## config.mk

```make
export PLATFORM = sky130hd
export DESIGN_NAME = adc_ram_readout
export DESIGN_NICKNAME = d
export VERILOG_FILES = /design/src/rtl/adc_ram_readout.sv
export SDC_FILE = /design/constraint.sdc
export NUM_CORES = 1
export LEC_CHECK = 0
export ABC_AREA = 1
export CAP_MARGIN = 20
export CORE_ASPECT_RATIO = 0.6
export CORE_MARGIN = 2
export CORE_UTILIZATION = 42
export CTS_CLUSTER_DIAMETER = 60
export CTS_CLUSTER_SIZE = 24
export DETAILED_ROUTE_END_ITERATION = 10
export SKIP_CTS_REPAIR_TIMING = 1
export SLEW_MARGIN = 20
export SYNTH_ARGS = -nofsm -noshare
export SYNTH_HDL_FRONTEND = slang
export SYNTH_SLANG_ARGS = --single-unit
```

## constraint.sdc

```tcl
create_clock -name clk -period 2.5 [get_ports clk]
set_input_delay 0.375 -clock clk [delete_from_list [all_inputs] [get_ports clk]]
set_output_delay 0.375 -clock clk [all_outputs]
set_load 0.005 [all_outputs]
```

## src/rtl/adc_ram_readout.sv

```systemverilog
// adc_ram_readout: reads a block of captured ADC words from the capture RAM
// read port and presents them as a valid/ready stream. A credit check against
// a small output FIFO absorbs the RAM read latency and downstream stalls.
//
// state | meaning
// IDLE  | waiting for rd_start; FIFO and tracker empty
// ISSUE | issuing RAM reads while credit is available
// DRAIN | all reads issued; waiting for the last handshake
module adc_ram_readout #(
  parameter int ADDR_W     = 12,
  parameter int DATA_W     = 32,
  parameter int RD_LATENCY = 2
) (
  input  logic              clk,
  input  logic              reset_n,
  input  logic              rd_start,
  input  logic [ADDR_W-1:0] rd_base_addr,
  input  logic [ADDR_W:0]   rd_length,
  output logic              busy,
  output logic              done,
  output logic [ADDR_W-1:0] ram_rd_addr,
  input  logic [DATA_W-1:0] ram_rd_data,
  output logic [DATA_W-1:0] out_data,
  output logic              out_valid,
  input  logic              out_ready
);

  localparam int DEPTH = RD_LATENCY + 2;
  localparam int PTR_W = $clog2(DEPTH);
  localparam int OCC_W = $clog2(DEPTH + 1);
  localparam logic [ADDR_W:0] LEN_ONE = (ADDR_W + 1)'(1);

  typedef enum logic [1:0] {IDLE, ISSUE, DRAIN} state_t;

  state_t                state_q, state_d;
  logic [ADDR_W-1:0]     addr_q, addr_d;
  logic [ADDR_W:0]       len_q, len_d;
  logic [ADDR_W:0]       iss_cnt_q, iss_cnt_d;
  logic [ADDR_W:0]       acc_cnt_q, acc_cnt_d;
  logic [RD_LATENCY-1:0] trk_q, trk_d;
  logic [DATA_W-1:0]     mem_q [DEPTH];
  logic [DATA_W-1:0]     mem_d [DEPTH];
  logic [PTR_W-1:0]      wr_ptr_q, wr_ptr_d;
  logic [PTR_W-1:0]      rd_ptr_q, rd_ptr_d;
  logic [OCC_W-1:0]      occ_q, occ_d;
  logic                  done_q, done_d;

  logic [OCC_W-1:0]      inflight;
  logic [OCC_W:0]        used;
  logic                  credit;
  logic                  issue;
  logic                  push;
  logic                  pop;

  function automatic logic [PTR_W-1:0] ptr_inc(input logic [PTR_W-1:0] p);
    return (p == PTR_W'(DEPTH - 1)) ? '0 : p + PTR_W'(1);
  endfunction

  // Credit: buffered words plus reads still in the RAM pipe must fit the FIFO.
  always_comb begin
    inflight = '0;
    for (int i = 0; i < RD_LATENCY; i++) begin
      inflight = inflight + OCC_W'(trk_q[i]);
    end
    used   = {1'b0, occ_q} + {1'b0, inflight};
    credit = used < (OCC_W + 1)'(DEPTH);
    push   = trk_q[RD_LATENCY-1];
    pop    = (occ_q != '0) && out_ready;
  end

  // Next-state, read issue, completion and FIFO bookkeeping.
  always_comb begin
    state_d   = state_q;
    addr_d    = addr_q;
    len_d     = len_q;
    iss_cnt_d = iss_cnt_q;
    acc_cnt_d = acc_cnt_q;
    wr_ptr_d  = wr_ptr_q;
    rd_ptr_d  = rd_ptr_q;
    occ_d     = occ_q;
    mem_d     = mem_q;
    done_d    = 1'b0;
    issue     = 1'b0;

    case (state_q)
      IDLE: begin
        if (rd_start) begin
          if (rd_length == '0) begin
            done_d = 1'b1;
          end else begin
            // The start edge itself issues the first read at the base address.
            issue     = 1'b1;
            addr_d    = rd_base_addr;
            len_d     = rd_length;
            iss_cnt_d = LEN_ONE;
            acc_cnt_d = '0;
            state_d   = (rd_length == LEN_ONE) ? DRAIN : ISSUE;
          end
        end
      end
      ISSUE: begin
        if (credit) begin
          issue     = 1'b1;
          addr_d    = addr_q + ADDR_W'(1);
          iss_cnt_d = iss_cnt_q + LEN_ONE;
          if (iss_cnt_d == len_q) begin
            state_d = DRAIN;
          end
        end
      end
      DRAIN: begin
      end
      default: state_d = IDLE;
    endcase

    if (pop) begin
      acc_cnt_d = acc_cnt_q + LEN_ONE;
      if (acc_cnt_d == len_q) begin
        done_d  = 1'b1;
        state_d = IDLE;
      end
    end

    trk_d    = trk_q << 1;
    trk_d[0] = issue;

    if (push) begin
      mem_d[wr_ptr_q] = ram_rd_data;
      wr_ptr_d        = ptr_inc(wr_ptr_q);
    end
    if (pop) begin
      rd_ptr_d = ptr_inc(rd_ptr_q);
    end
    case ({push, pop})
      2'b10:   occ_d = occ_q + OCC_W'(1);
      2'b01:   occ_d = occ_q - OCC_W'(1);
      default: occ_d = occ_q;
    endcase
  end

  // State and datapath registers with synchronous active-low reset.
  always_ff @(posedge clk) begin
    if (!reset_n) begin
      state_q   <= IDLE;
      addr_q    <= '0;
      len_q     <= '0;
      iss_cnt_q <= '0;
      acc_cnt_q <= '0;
      trk_q     <= '0;
      mem_q     <= '{default: '0};
      wr_ptr_q  <= '0;
      rd_ptr_q  <= '0;
      occ_q     <= '0;
      done_q    <= 1'b0;
    end else begin
      state_q   <= state_d;
      addr_q    <= addr_d;
      len_q     <= len_d;
      iss_cnt_q <= iss_cnt_d;
      acc_cnt_q <= acc_cnt_d;
      trk_q     <= trk_d;
      mem_q     <= mem_d;
      wr_ptr_q  <= wr_ptr_d;
      rd_ptr_q  <= rd_ptr_d;
      occ_q     <= occ_d;
      done_q    <= done_d;
    end
  end

  assign busy        = (state_q != IDLE);
  assign done        = done_q;
  assign ram_rd_addr = addr_q;
  assign out_valid   = (occ_q != '0);
  assign out_data    = mem_q[rd_ptr_q];

endmodule

```

Word-level counts from Yosys, hierarchy flattened
Cells that the tools add are included.

operators by class
  add/sub/neg operators = 9
  multiplexer cells = 38
  magnitude comparators = 4
  eq/ne operators = 13
  bitwise gates (word level) = 3
  reductions and logical operators = 13

operators by type and width
  kind                     count
  $bwmux W128              1
  $mux W32                 3
  $mux W13                 7
  $bmux W32 S2             1
  $demux W32 S2            1
  $mux W12                 3
  $add A13 B1 Y13 const B  2
  $eq A13 B13 Y1           2
  $pmux W13 S2             1
  $pmux W12 S2             1
  $mux W2                  9
  $eq A13 B1 Y1 const B    1
  $logic_not A13 Y1        1
  $add A12 B1 Y12 const B  1
  $reduce_bool A2 Y1       5
  $eq A2 B2 Y1 const B     4
  $mux W1                  8
  $ne A2 B2 Y1 const B     4
  $ge A3 B3 Y1 const B     2
  $not A2 Y3               2
  $pmux W2 S3              1
  $pmux W3 S2              1
  $reduce_and A3 Y1        2
  $add A2 B1 Y2 const B    2
  13 further kinds         15

storage, ports and cells
  bits in registers = 191
  logic and storage cells = 94

Depth between registers and ports, before layout
Gate-level depths: netlist of run 1.

  depth after elaboration = 7
  depth in mapped cells = 14
  gate-level depth less buffers = 14

Least setup slack after synthesis of run 1
No wires, ideal clock.

  path kind = register to register
  from = register occ_q[0]
  to = register occ_q[2]
  arrival time = 1.842 ns
  setup slack = 0.536 ns
  required time = 2.378 ns
  stages on the path, launching flop included = 13
  library setup time = 0.122 ns
  cells stage by stage = dfxtp_1 > inv_1 > nand3_1 > nand2_1 > buf_2 > inv_1 > ha_1 > inv_1 > fa_1 > a21oi_1 > o21ai_0 > o21ai_0 > a21oi_1

on the way
  longest elaborated chain between the ends = 4

RTL lines
  item                                                      line  source
  start, declared                                           45    logic [OCC_W-1:0] occ_q, occ_d;
  start signal, assigned                                    153   occ_q <= '0;
  start signal, assigned                                    165   occ_q <= occ_d;
  $reduce_bool A3 Y1 *                                      n/a
  net out_valid                                             24    output logic out_valid,
  $logic_and A1 B1 Y1 *                                     68    pop = (occ_q != '0) && out_ready;
  net pop                                                   53    logic pop;
  $eq A2 B1 Y1 / $eq A2 B2 Y1 (equally long branches)       134   case ({push, pop})
  $pmux W3 S2 / $reduce_bool A2 Y1 (equally long branches)  n/a

Mark *: on every way through the listed nets, which the timed path passes. The rest lies on a longest branch.
A chain may end at the register's enable or synchronous reset.

Worst setup path in the final report of run 1
  from = register rd_ptr_q[0]
  to = output port out_data[25]

on the way
  longest elaborated chain between the ends = 4

RTL lines
  item                                          line  source
  start, declared                               44    logic [PTR_W-1:0] rd_ptr_q, rd_ptr_d;
  start signal, assigned                        164   rd_ptr_q <= rd_ptr_d;
  $not A2 Y3 (implied by the code)              174   assign out_data = mem_q[rd_ptr_q];
  $bmux W32 S2                                  174
  $mux W32 (implied by the code) (2 in series)  174
  end, declared                                 23    output logic [DATA_W-1:0] out_data,

Every way passes these cells. The select of a mux whose other input is x is not followed.

==> results.py, run 1 <==
metrics = {
    "timing": {
        "fin_tns_setup_ns": 0,
        "tightest_slew_ns": 0.638,
        "post-route-min-period_ns": 2.41,
        "rsz0062_at_grt": "yes",
        "fin_crit_sh": 0.965,
        "drv_slew": 0,
        "fmax_mhz": 414,
        "max_slew_margin": 0.575,
        "hold_violations": 0,
        "skew_ns": 0.00957,
        "setup_viol": 0,
    },
    "status": {
        "status": "complete, no violations",
    },
    "critical_path": {
        "slowest_stage": "clkdlybuf4s50_1",
        "crit_path_start_kind": "flip-flop",
        "crit_arrival_ns": 2.04,
        "r2r_cells": 9,
        "worstSetupPathType": "reg2out",
        "crit_required_ns": 2.12,
        "crit_buf_inv": 2,
        "cp-end-kind": "primary output",
        "crit_cells": 4,
        "critPathMaxFanout": 28,
        "path_delay_family": "buffers and inverters",
        "crit_chain": "buf_6, o21ai_0, o22ai_1, clkdlybuf4s50_1",
        "cp_slowest_stage_delay_ns": 0.56,
    },
    "place": {
        "dp_hpwl_mm": 16.7,
        "io_buffer_count": 107,
        "place_congestion": 0.884,
    },
    "drt": {
        "dr_total_vias": 8793,
        "drtPass1Iterations": 7,
        "avgViaCountPerCell": 5.18,
        "top_layer": "met4",
        "drt_iter0_markers": 735,
        "drc": 0,
        "wl_met2_mm": 10.4,
        "drt_wl_total_mm": 26.4,
        "ant_nets": 0,
        "met1_length_mm": 14.1,
        "wl_met3_mm": 1.66,
        "wire_per_inst_um": 15.5,
    },
    "floorplanning": {
        "fp.dieH_um": 117,
        "dieWidth_um": 193,
        "start_util": 0.428,
        "die_area_um2": 22700,
        "core-area_um2": 21000,
        "rows": 41,
        "io_pins": 108,
    },
    "logic_synthesis": {
        "yosys_warnings": 0,
        "ys_seq_area_frac": 0.425,
        "syn-cell-area_um2": 9000,
        "synth_cells": 1329,
        "ys.flop_type": "dfxtp_1",
        "synth.avg_cell_area_um2": 6.77,
        "ys_seq_elements": 191,
        "netlist-cell-type-count": 41,
        "synth_edf_count": 0,
        "async_reset_ff_frac": 0,
        "syn_nets": 1401,
    },
    "clock_network": {
        "cts_tree": "built",
        "cts_root_buffer": "clkbuf_16",
        "clk_path_buf_depth": 2,
        "cts_sinks": 191,
        "path_clk_slew_ns": 0.08,
        "cts_htree_levels": 4,
        "clk_latency_ns": 0.44,
        "cts_inserted_buffers": 17,
    },
    "global_route": {
        "grt_pass1_wl_mm": 42.7,
        "grt_max_degree": 155,
        "antenna_found_initial": 0,
        "overflow": 0,
        "track_usage": 0.239,
        "grt_pass1_vias": 7968,
    },
    "layout": {
        "area_growth_pct": 21.9,
        "fillers": 2147,
        "final_core_util": 0.522,
        "drive_above_1_share": 0.0627,
        "nets": 1479,
        "diodes": 0,
    },
    "power_and_ir_drop": {
        "power.leakage_nw": 4.17,
        "vdd_ir_drop_max_mv": 0.541,
        "p_per_area_nw_per_um2": 720,
    },
    "worst_hold_path": {
        "hold_depth": 2,
        "hp-class": "reg2reg",
    },
    "flow_run": {
        "maxCapViolations": 0,
    },
}
final timing paths:
| path | startpoint | end | slack, ns |
|---|---|---|---|
| max | rd_ptr_q[0]$_SDFFE_PN0P_ | out_data[25] | 0.09 |
| min | trk_q[0]$_SDFF_PN0_ | trk_q[1]$_SDFF_PN0_ | 0.45 |
| max reg2reg | trk_q[0]$_SDFF_PN0_ | ram_rd_addr[11]$_SDFFE_PN0P_ | 0.38 |
| min reg2reg | trk_q[0]$_SDFF_PN0_ | trk_q[1]$_SDFF_PN0_ | 0.45 |
where the power goes:
group	switching [mW]	total [mW]	internal, mW
clock	1.31	2.72	1.41
combinational	1.04	1.90	0.862
sequential	0.111	3.29	3.18
synth_stat cells (4+ instances only):
| master | number | share of area |
|---|---|---|
| a21oi_1 | 43 | 0.024 |
| a22oi_1 | 4 | 0.0033 |
| buf_2 | 5 | 0.0028 |
| clkbuf_1 | 65 | 0.027 |
| dfxtp_1 | 191 | 0.42 |
| ha_1 | 10 | 0.014 |
| inv_1 | 69 | 0.029 |
| inv_2 | 4 | 0.0017 |
| nand2_1 | 154 | 0.064 |
| nand2_2 | 6 | 0.0042 |
| nand3_1 | 49 | 0.027 |
| nand3b_1 | 7 | 0.0058 |
| nor2_1 | 400 | 0.17 |
| nor2_2 | 6 | 0.0042 |
| nor3_1 | 4 | 0.0022 |
| o21ai_0 | 228 | 0.13 |
| o22ai_1 | 38 | 0.026 |
| xnor2_1 | 5 | 0.0049 |
| xor2_1 | 4 | 0.0039 |
per-layer routing:
metal,up-vias,GRT usage
li1,4504,-
met1,4028,0.385
met2,242,0.321
met3,19,0.0380
met4,0,0.0625
met5,-,0
cell families (layout without fill, tap and decap cells):
group,after synthesis,count (layout),share of synthesized area
adder cells (fa/ha/maj),11,11,0.0161
flip-flops,191,191,0.425
XOR/XNOR,12,12,0.0165
buffers and inverters,149,240,0.0641
AND/OR/NAND/NOR,640,640,0.287
AO/OA/AOI/OAI,326,326,0.192
through the flow:
| step | instances | area [um2] | hold WS [ns] | worst slack (ns) | power [mW] |
|---|---|---|---|---|---|
| after floorplan | 1329 | 9000 | 0.420 | 0.536 | 4.30 |
| after global placement | 1667 | 10400 | 0.438 | 0.320 | 5.21 |
| after detailed placement | 1667 | 10400 | 0.436 | 0.220 | 5.21 |
| after CTS | 1699 | 10900 | 0.444 | -0.0626 | 7.92 |
| after global routing | 1699 | 11000 | 0.485 | -0.0223 | 8.32 |
| final | 1699 | 11000 | 0.448 | 0.0873 | 7.90 |
worst min-delay path, stage by stage (launching register included):
cell     delay, ns
dfxtp_1       0.32
nand2_1       0.06
inv_1         0.03
cell usage in the layout (no fill, tap or decap), types with 3 or more instances in the layout:
cell	netlist	layout
nand3_1	49	49
inv_1	69	68
o21ai_0	228	228
a31oi_1	3	3
nor3_1	4	4
inv_6	0	8
nor2_2	6	6
nand2_1	154	154
a22oi_1	4	4
clkbuf_16	0	17
o22ai_2	0	3
dfxtp_1	191	190
clkdlybuf4s50_1	0	105
nor2_4	3	3
a21oi_1	43	43
buf_12	0	4
nand2_2	6	6
xor2_1	4	4
o22ai_1	38	35
nand4_1	3	3
clkinv_4	0	4
ha_1	10	10
nor2_1	400	400
buf_4	2	21
xnor2_1	5	5
inv_2	4	4
nand3b_1	7	7
cell type report:
| cell class | count | area [um2] | area share |
|---|---|---|---|
| tap | 279 | 349 | 0.0318 |
| timing repair buffer | 133 | 1320 | 0.121 |
| clock inverter | 15 | 150 | 0.0137 |
| sequential | 191 | 3820 | 0.348 |
| clock buffer | 17 | 425 | 0.0388 |
| inverter | 75 | 284 | 0.0259 |
| multi-input combinational | 989 | 4620 | 0.421 |
sequential cells by signal, indices dropped and copies added, names as in the netlist:
signal	flops
trk_q	2
occ_q	3
len_q	13
iss_cnt_q	13
mem_q	128
ram_rd_addr	12
acc_cnt_q	13
done	1
rd_ptr_q	2
state_q	2
wr_ptr_q	2
Note: power is estimated with default switching activity, not from simulation.
==> run 2: changes to the inputs <==
--- a/config.mk
+++ b/config.mk
@@ -13,6 +13,7 @@
 export CTS_CLUSTER_DIAMETER = 60
 export CTS_CLUSTER_SIZE = 24
 export DETAILED_ROUTE_END_ITERATION = 10
+export SETUP_SLACK_MARGIN = 0.15
 export SKIP_CTS_REPAIR_TIMING = 1
 export SLEW_MARGIN = 20
 export SYNTH_ARGS = -nofsm -noshare
==> results.py, run 2 (synthesized netlist as in run 1, its figures left out) <==
metrics = {
    "timing": {
        "skew_ns": 0.00862,
        "fin_crit_sh": 0.938,
        "max_slew_margin": 0.578,
        "post-route-min-period_ns": 2.35,
        "setup_viol": 0,
        "drv_slew": 0,
        "hold_violations": 0,
        "fin_hold_ws_ns": 0.448,
        "tightest_slew_ns": 0.632,
        "setup_ws_ns": 0.154,
        "rsz0062_at_grt": "yes",
        "fmax_mhz": 426,
    },
    "layout": {
        "drive_above_1_share": 0.0667,
        "layout_commonest_cell": "nor2_1",
        "nets": 1483,
        "largest_register_ffs": 128,
        "diodes": 0,
        "regMostFlops": "mem_q",
        "final_cell_mix": "400 x nor2_1, 228 x o21ai_0, 189 x dfxtp_1, 154 x nand2_1, 85 x clkdlybuf4s50_1",
        "area_growth_pct": 23.8,
    },
    "worst_hold_path": {
        "min_from": "trk_q[0]$_SDFF_PN0_",
        "hp-class": "reg2reg",
        "hold_depth": 2,
    },
    "global_route": {
        "overflow": 0,
        "grt_pass1_vias": 7968,
        "grt_max_degree": 155,
        "antenna_found_initial": 0,
        "track_usage": 0.239,
        "grt_pass1_wl_mm": 42.7,
    },
    "critical_path": {
        "crit_required_ns": 2.12,
        "cp-end-kind": "primary output",
        "crit_path_start_kind": "flip-flop",
        "crit_arrival_ns": 1.97,
        "critPathMaxFanout": 18,
        "cp_slowest_stage_delay_ns": 0.54,
        "path_delay_family": "buffers and inverters",
        "slowest_stage": "clkdlybuf4s50_1",
        "crit_cells": 5,
        "worstSetupPathType": "reg2out",
        "crit_buf_inv": 3,
        "startpoint": "rd_ptr_q[0]$_SDFFE_PN0P_",
        "reg2reg_from": "trk_q[0]$_SDFF_PN0_",
        "crit_chain": "inv_8, buf_12, o21ai_0, o22ai_2, clkdlybuf4s50_1",
        "r2r_cells": 9,
    },
    "power_and_ir_drop": {
        "swShare": 0.313,
        "p_comb_frac": 0.246,
        "power.leakage_nw": 4.54,
        "p_int_mw": 5.48,
        "p_clk_frac": 0.341,
        "p_per_area_nw_per_um2": 716,
        "switching_power_mw": 2.50,
        "p_total_mw": 7.99,
        "p_seq_frac": 0.413,
        "vdd_ir_drop_max_mv": 0.542,
    },
    "clock_network": {
        "path_clk_slew_ns": 0.08,
        "cts_sinks": 191,
        "clk_latency_ns": 0.44,
        "cts_htree_levels": 4,
        "cts_tree": "built",
        "cts_root_buffer": "clkbuf_16",
        "clk_path_buf_depth": 2,
        "cts_inserted_buffers": 17,
    },
    "floorplanning": {
        "io_pins": 108,
        "die_area_um2": 22700,
        "start_util": 0.428,
        "core-area_um2": 21000,
        "fp.dieH_um": 117,
        "rows": 41,
        "dieWidth_um": 193,
    },
    "flow_run": {
        "maxCapViolations": 0,
    },
    "drt": {
        "drtPass1Iterations": 7,
        "wire_per_inst_um": 15.9,
        "dr_total_vias": 8775,
        "drt_wl_total_mm": 27.0,
        "drt_iter0_markers": 749,
        "drc": 0,
        "avgViaCountPerCell": 5.15,
        "ant_nets": 0,
    },
    "place": {
        "dp_hpwl_mm": 16.7,
        "place_congestion": 0.884,
        "io_buffer_count": 107,
        "place_ws_ns": 0.220,
    },
    "status": {
        "status": "complete, no violations",
    },
}
run 2: area by class of cell:
class	count	area, um2
multi-input combinational	989	4620
inverter	75	289
clock buffer	17	425
timing repair buffer	137	1480
tap	279	349
clock inverter	15	150
fill	2131	9880
sequential	191	3830
run 2: path summary, 6_finish.rpt:
kind                                                endpoint  slack [ns]
worst max register to register  ram_rd_addr[11]$_SDFFE_PN0P_        0.38
worst max-delay path                             out_data[1]        0.15
worst min register to register           trk_q[1]$_SDFF_PN0_        0.45
worst min-delay path                     trk_q[1]$_SDFF_PN0_        0.45
run 2: worst reg2reg max path: cells and delay by family, from the launching register on:
kind                     cells  cell delay (ns)
AO/OA/AOI/OAI                4             0.73
adder cells (fa/ha/maj)      1             0.29
buffers and inverters        1             0.19
flip-flops                   1             0.32
AND/OR/NAND/NOR              3             0.53
run 2: metal layers:
metal | GRT usage | vias up | share of wire
li1 | - | 4507 | -
met1 | 0.385 | 4016 | 0.54
met2 | 0.321 | 235 | 0.39
met3 | 0.0380 | 17 | 0.061
met4 | 0.0625 | 0 | 0.0096
met5 | 0 | - | 0
run 2: through the flow:
| step | instance area, um2 | util | setup TNS (ns) | instances |
|---|---|---|---|---|
| floorplan | 9000 | - | 0 | 1329 |
| global placement | 10400 | 0.493 | 0 | 1667 |
| detailed placement | 10400 | 0.493 | 0 | 1667 |
| CTS | 10900 | 0.520 | -0.296 | 1699 |
| global route | 11100 | 0.530 | 0 | 1703 |
| finish | 11100 | 0.530 | 0 | 1703 |
run 2: power by group through the flow:
stage	Combinational, mW	Sequential (mW)	Clock, mW
after CTS	1.87	3.28	2.77
after global placement	1.86	3.35	0
after global routing	2.18	3.32	2.90
after detailed placement	1.85	3.35	0
final	1.97	3.30	2.72
after floorplan	0.969	3.33	0
==> run 3: changes to the inputs <==
--- a/config.mk
+++ b/config.mk
@@ -6,7 +6,7 @@
 export NUM_CORES = 1
 export LEC_CHECK = 0
 export ABC_AREA = 1
-export CAP_MARGIN = 20
+export CAP_MARGIN = 40
 export CORE_ASPECT_RATIO = 0.6
 export CORE_MARGIN = 2
 export CORE_UTILIZATION = 42
@@ -15,7 +15,7 @@
 export DETAILED_ROUTE_END_ITERATION = 10
 export SETUP_SLACK_MARGIN = 0.15
 export SKIP_CTS_REPAIR_TIMING = 1
-export SLEW_MARGIN = 20
+export SLEW_MARGIN = 10
 export SYNTH_ARGS = -nofsm -noshare
 export SYNTH_HDL_FRONTEND = slang
 export SYNTH_SLANG_ARGS = --single-unit
==> results of run 3 <==
Final layout, timing and power as in run 2 (identical DEF).
